## src/rtl/vdp_host_port.sv

```systemverilog
// vdp_host_port: host CPU interface for the VDP.
// Two-port protocol: a control port takes two-byte address/register writes and
// status reads, and a data port does VRAM reads and writes with address
// auto-increment. Reads are served from a read-ahead buffer that is refilled
// from VRAM by a small IDLE/FETCH/CAPTURE sequencer.
module vdp_host_port #(
    parameter int AW   = 14,
    parameter int NREG = 8
) (
    input  logic              pxclk,
    input  logic              reset_n,
    input  logic              wr_stb,
    input  logic              rd_stb,
    input  logic              mode,
    input  logic [7:0]        wdata,
    output logic [7:0]        rdata,
    output logic              rdata_valid,
    output logic              busy,
    input  logic [7:0]        status_in,
    output logic              status_ack,
    output logic [AW-1:0]     vram_addr,
    output logic [7:0]        vram_wdata,
    output logic              vram_we,
    output logic              vram_re,
    input  logic [7:0]        vram_rdata,
    output logic [8*NREG-1:0] regs
);

    typedef enum logic [1:0] {IDLE, FETCH, CAPTURE} state_t;

    state_t             state_q, state_d;
    logic [AW-1:0]      addr_ptr_q, addr_ptr_d;
    logic [7:0]         buffer_q, buffer_d;
    logic [7:0]         latch_q, latch_d;
    logic               flag_q, flag_d;
    logic [8*NREG-1:0]  regs_q, regs_d;
    logic [7:0]         rdata_q, rdata_d;
    logic               rdata_valid_q, rdata_valid_d;
    logic               status_ack_q, status_ack_d;
    logic [AW-1:0]      vram_addr_q, vram_addr_d;
    logic [7:0]         vram_wdata_q, vram_wdata_d;
    logic               vram_we_q, vram_we_d;
    logic               vram_re_q, vram_re_d;

    logic               fetch_en;
    logic [AW-1:0]      fetch_addr;
    logic [AW-1:0]      new_addr;

    // Decode host strobes in IDLE, sequence read-ahead fetches, and compute next state.
    always_comb begin
        state_d       = state_q;
        addr_ptr_d    = addr_ptr_q;
        buffer_d      = buffer_q;
        latch_d       = latch_q;
        flag_d        = flag_q;
        regs_d        = regs_q;
        rdata_d       = rdata_q;
        rdata_valid_d = 1'b0;
        status_ack_d  = 1'b0;
        vram_addr_d   = vram_addr_q;
        vram_wdata_d  = vram_wdata_q;
        vram_we_d     = 1'b0;
        vram_re_d     = 1'b0;
        fetch_en      = 1'b0;
        fetch_addr    = addr_ptr_q;
        new_addr      = {wdata[AW-9:0], latch_q};

        case (state_q)
            IDLE: begin
                if (wr_stb) begin
                    if (mode) begin
                        if (!flag_q) begin
                            latch_d = wdata;
                            flag_d  = 1'b1;
                        end else begin
                            flag_d = 1'b0;
                            if (wdata[7]) begin
                                for (int k = 0; k < NREG; k++) begin
                                    if (32'(wdata[2:0]) == k) begin
                                        regs_d[8*k +: 8] = latch_q;
                                    end
                                end
                            end else if (wdata[6]) begin
                                addr_ptr_d = new_addr;
                            end else begin
                                fetch_en   = 1'b1;
                                fetch_addr = new_addr;
                            end
                        end
                    end else begin
                        vram_we_d    = 1'b1;
                        vram_addr_d  = addr_ptr_q;
                        vram_wdata_d = wdata;
                        buffer_d     = wdata;
                        addr_ptr_d   = addr_ptr_q + AW'(1);
                        flag_d       = 1'b0;
                    end
                end else if (rd_stb) begin
                    flag_d        = 1'b0;
                    rdata_valid_d = 1'b1;
                    if (mode) begin
                        rdata_d      = status_in;
                        status_ack_d = 1'b1;
                    end else begin
                        rdata_d    = buffer_q;
                        fetch_en   = 1'b1;
                        fetch_addr = addr_ptr_q;
                    end
                end

                // The pointer advances past the fetched byte as soon as the fetch is launched.
                if (fetch_en) begin
                    state_d     = FETCH;
                    vram_re_d   = 1'b1;
                    vram_addr_d = fetch_addr;
                    addr_ptr_d  = fetch_addr + AW'(1);
                end
            end
            FETCH: begin
                state_d = CAPTURE;
            end
            CAPTURE: begin
                state_d  = IDLE;
                buffer_d = vram_rdata;
            end
            default: begin
                state_d = IDLE;
            end
        endcase
    end

    // Register all state and outputs; reset clears everything and aborts a fetch.
    always_ff @(posedge pxclk) begin
        if (!reset_n) begin
            state_q       <= IDLE;
            addr_ptr_q    <= '0;
            buffer_q      <= '0;
            latch_q       <= '0;
            flag_q        <= 1'b0;
            regs_q        <= '0;
            rdata_q       <= '0;
            rdata_valid_q <= 1'b0;
            status_ack_q  <= 1'b0;
            vram_addr_q   <= '0;
            vram_wdata_q  <= '0;
            vram_we_q     <= 1'b0;
            vram_re_q     <= 1'b0;
        end else begin
            state_q       <= state_d;
            addr_ptr_q    <= addr_ptr_d;
            buffer_q      <= buffer_d;
            latch_q       <= latch_d;
            flag_q        <= flag_d;
            regs_q        <= regs_d;
            rdata_q       <= rdata_d;
            rdata_valid_q <= rdata_valid_d;
            status_ack_q  <= status_ack_d;
            vram_addr_q   <= vram_addr_d;
            vram_wdata_q  <= vram_wdata_d;
            vram_we_q     <= vram_we_d;
            vram_re_q     <= vram_re_d;
        end
    end

    assign busy        = (state_q != IDLE);
    assign rdata       = rdata_q;
    assign rdata_valid = rdata_valid_q;
    assign status_ack  = status_ack_q;
    assign vram_addr   = vram_addr_q;
    assign vram_wdata  = vram_wdata_q;
    assign vram_we     = vram_we_q;
    assign vram_re     = vram_re_q;
    assign regs        = regs_q;

endmodule

```

## config.mk

```make
export PLATFORM = sky130hd
export DESIGN_NAME = vdp_host_port
export DESIGN_NICKNAME = d
export VERILOG_FILES = /design/src/rtl/vdp_host_port.sv
export SDC_FILE = /design/constraint.sdc
export NUM_CORES = 1
export LEC_CHECK = 0
export BUFFER_PORTS_ARGS = -buffer_cell sky130_fd_sc_hd__buf_2
export CELL_PAD_IN_SITES_DETAIL_PLACEMENT = 2
export CELL_PAD_IN_SITES_GLOBAL_PLACEMENT = 2
export CORE_MARGIN = 8
export CORE_UTILIZATION = 35
export DETAILED_ROUTE_END_ITERATION = 16
export GPL_ROUTABILITY_DRIVEN = 0
export GPL_TIMING_DRIVEN = 0
export PLACE_DENSITY_LB_ADDON = 0.1
export SYNTH_ARGS = -nofsm -noshare
export SYNTH_HDL_FRONTEND = slang
export SYNTH_SLANG_ARGS = --single-unit
```

## constraint.sdc

```tcl
create_clock -name pxclk -period 6.1 [get_ports pxclk]
set_input_delay 0.305 -clock pxclk [delete_from_list [all_inputs] [get_ports pxclk]]
set_output_delay 0.305 -clock pxclk [all_outputs]
set_load 0.05 [all_outputs]
```

==> flow_summary.yaml <==
synth:
  synthTopCellsByArea: "dfxtp_1, mux2i_1, nor2b_1"
  ys.flop_type: "dfxtp_1"
  ys_seq_area_share_pct: 43.2
  async_flop_share_pct: 0
  syn_nets: 705
  syn_area_sq_um: 6070
  ys_ff_latch: 131
  synth_area_per_cell_sq_um: 9.00
  yosysWarnings: 0
  postSynthCellCount: 674
  synth_edf_count: 0
  synth_top_area_share_pct: 43.2
  synth_cell_types: 60
  yosysTopAreaCell: "dfxtp_1"
timing:
  setup_tns_ns: 0
  relSlewSlack_pct: 20.1
  setup_violations: 0
  slew_violations: 0
  setup_ws_ns: 2.57
  fin_crit_ns: 3.53
  finalClockSkew_ns: 0.00672
  tightest_slew_ns: 1.20
  whs_ns: 0.190
  hold_viol_final: 0
  fmax_mhz: 283
  rsz0062_at_grt: "no"
  finalCritPeriodShare_pct: 57.8
global_routing:
  grt_max_degree: 17
  grt_pass1_vias: 6491
  grt_overflow_total: 0
  grt_pass1_wl_um: 37200
  antenna_found_initial: 2
  track_usage_pct: 22.2
outcome:
  status: "finished, final reports clean"
critical_path:
  crit_start: "flag_q"
  end_kind: "flop"
  worstSetupStartpointType: "flop"
  required_ns: 6.45
  reg2reg_from: "flag_q"
  worstSetupEndpoint: "addr_ptr_q[8]"
  arrival_ns: 3.88
  r2r_setup_slack_ns: 2.57
  crit_type: "reg -> reg"
  r2r_end: "addr_ptr_q[8]"
  path_max_fanout: 10
  worst-r2r-cell-count: 12
drt:
  drt-total-wl_um: 23900
  drtIter0Drc: 200
  ant_nets: 0
  num_vias: 5694
  avgRoutedWirePerCell_um: 22.7
  drt_pass1_iterations: 4
  drc: 0
  vias_per_cell: 5.40
placement:
  post_dp_cell_area_sq_um: 6960
  place.detailed.hpwl_um: 17300
  place_ws_ns: 2.51
  portBuffers: 122
pwr:
  power_density_nw_per_um2: 293
  ir_worst_vdd_uv: 227
  p_leak_nw: 3.20
clock_tree:
  clock-root-buffer: "clkbuf_16"
  cts_buffers: 17
  ctsHoldBuffers: 0
  ctsResizeCount: 0
  clk_pin_slew_ns: 0.06
  cts_tree: "done"
  cts.sinks: 131
  h-tree-depth: 4
  post_cts_buffers: 0
  clockBufferDepth: 2
  clk_latency_ns: 0.43
floorplanning:
  fp.dieW_um: 148
  pin_count: 128
  core_area_sq_um: 17100
  die_h_um: 148
  start_util_pct: 35.5
  dieArea_sq_um: 21800
  rows: 48
final_layout:
  final_cell_area_sq_um: 7560
  area_growth_pct: 24.6
  final_net_count: 846
  drive_above_1_share_pct: 20.9
hold_path:
  hp-class: "in -> reg"
flow_run:
  maxCapViolCount: 0
[registers in the layout, summed over array words and instances, names as in the netlist]
| name | count |
|---|---|
| flag_q | 1 |
| status_ack | 1 |
| vram_we | 1 |
| regs | 64 |
| state_q | 2 |
| rdata_valid | 1 |
| vram_addr | 14 |
| vram_re | 1 |
| buffer_q | 8 |
| vram_wdata | 8 |
| latch_q | 8 |
| rdata | 8 |
| addr_ptr_q | 14 |
[power by group]
part | leakage, nW | internal [mW] | total [mW] | switching, mW
combinational | 1.85 | 0.0713 | 0.251 | 0.179
sequential | 1.06 | 0.884 | 0.906 | 0.0225
clock | 0.283 | 0.629 | 1.06 | 0.428
total | 3.20 | 1.58 | 2.21 | 0.630
[cell families (layout without fill, tap and decap cells)]
logic type      after synthesis  after routing  synth area share, %
compound gates               91             91                 11.4
xor+xnor                     19             19                 2.74
fa+ha+maj                     2              2                0.412
buf+inv                      65            219                 4.29
flops                       131            131                 43.2
mux                          83             83                 13.8
other cells                   0              1                    0
simple gates                283            283                 24.2
[worst max-delay path, cell delays in order, from the launching register on]
cell	delay [ns]
dfxtp_1	0.42
nand4bb_1	0.12
clkbuf_1	0.24
nor2_1	0.55
nand2_1	0.23
nand2_1	0.11
ha_1	0.14
clkbuf_1	0.46
nand3_1	0.15
nor2_1	0.11
o22ai_1	0.13
or4b_2	0.66
o211ai_1	0.11
[routing by layer]
layer | global-route usage [%] | vias up | wire length, um | share of wire, %
met3 | 5.63 | 49 | 1240 | 5.2
met2 | 38.0 | 157 | 12000 | 50
li1 | - | 2645 | - | -
met5 | 0 | - | 21 | 0.088
met4 | 8.52 | 4 | 586 | 2.5
met1 | 26.1 | 2839 | 10100 | 42
[through the flow]
step	std cells	power (mW)	util, %
6_report	1054	2.21	44.2
5_1_grt	1053	2.29	44.2
4_1_cts	1053	2.23	44.2
3_5_place_dp	1021	1.17	40.7
3_3_place_gp	1021	1.16	40.7
2_1_floorplan	674	1.08	-
[worst min path at each step]
stage | slack (ns) | endpoint | start | depth (start not counted)
6_report | 0.19 | buffer_q[6] | vram_rdata[6] | 3
5_1_grt | 0.19 | buffer_q[6] | vram_rdata[6] | 3
4_1_cts | 0.18 | buffer_q[6] | vram_rdata[6] | 3
3_5_place_dp | 0.47 | regs[35] | regs[35] | 2
3_3_place_gp | 0.45 | regs[35] | regs[35] | 2
2_1_floorplan | 0.44 | buffer_q[0] | buffer_q[0] | 2
[synthesized netlist by cell type, drive strengths merged (3+ instances only)]
cell type and number:
a211oi 3, nand2b 4, nand2 87, buf 10
nor2 44, nor2b 65, nor3b 3, nor4 12
o211a 10, a31oi 3, xnor2 8, o211ai 5
dfxtp 131, nor3 10, or3 4, o21ai 13
mux2 3, nand4 10, a311oi 10, clkbuf 49
xor2 11, mux2i 80, inv 5, a21boi 18
o221ai 8, a21oi 7, and2 3, nand3 30
[cell usage in the layout, fill, tap and decap left out, drive strengths merged, types with 2 or more instances in the layout]
master	count
a311oi	10
nand3b	2
or3	4
a211oi	3
nor2	44
o211ai	5
or4	2
and2	3
o311ai	2
a21o	2
mux2	3
xnor2	8
bufinv	2
nor3b	3
mux2i	80
and3	2
clkbuf	68
inv	10
xor2	11
dfxtp	131
nor4	12
a41oi	2
nand2	87
o21ai	13
a31oi	3
o221ai	8
buf	132
nand3	30
a21boi	18
clkinv	3
a21oi	7
nor2b	65
nand2b	4
o211a	10
ha	2
clkinvlp	4
nor3	10
nand4	10
[final cells by class]
class,count,area (sq um)
sequential,131,2620
clock buffer,19,453
buffer,59,238
fill,1922,9550
inverter,6,22.5
timing repair buffer,122,611
antenna,1,2.50
tap,225,282
clock inverter,13,148
multi-input combinational,478,3190
(Power assumes the default switching activity.)
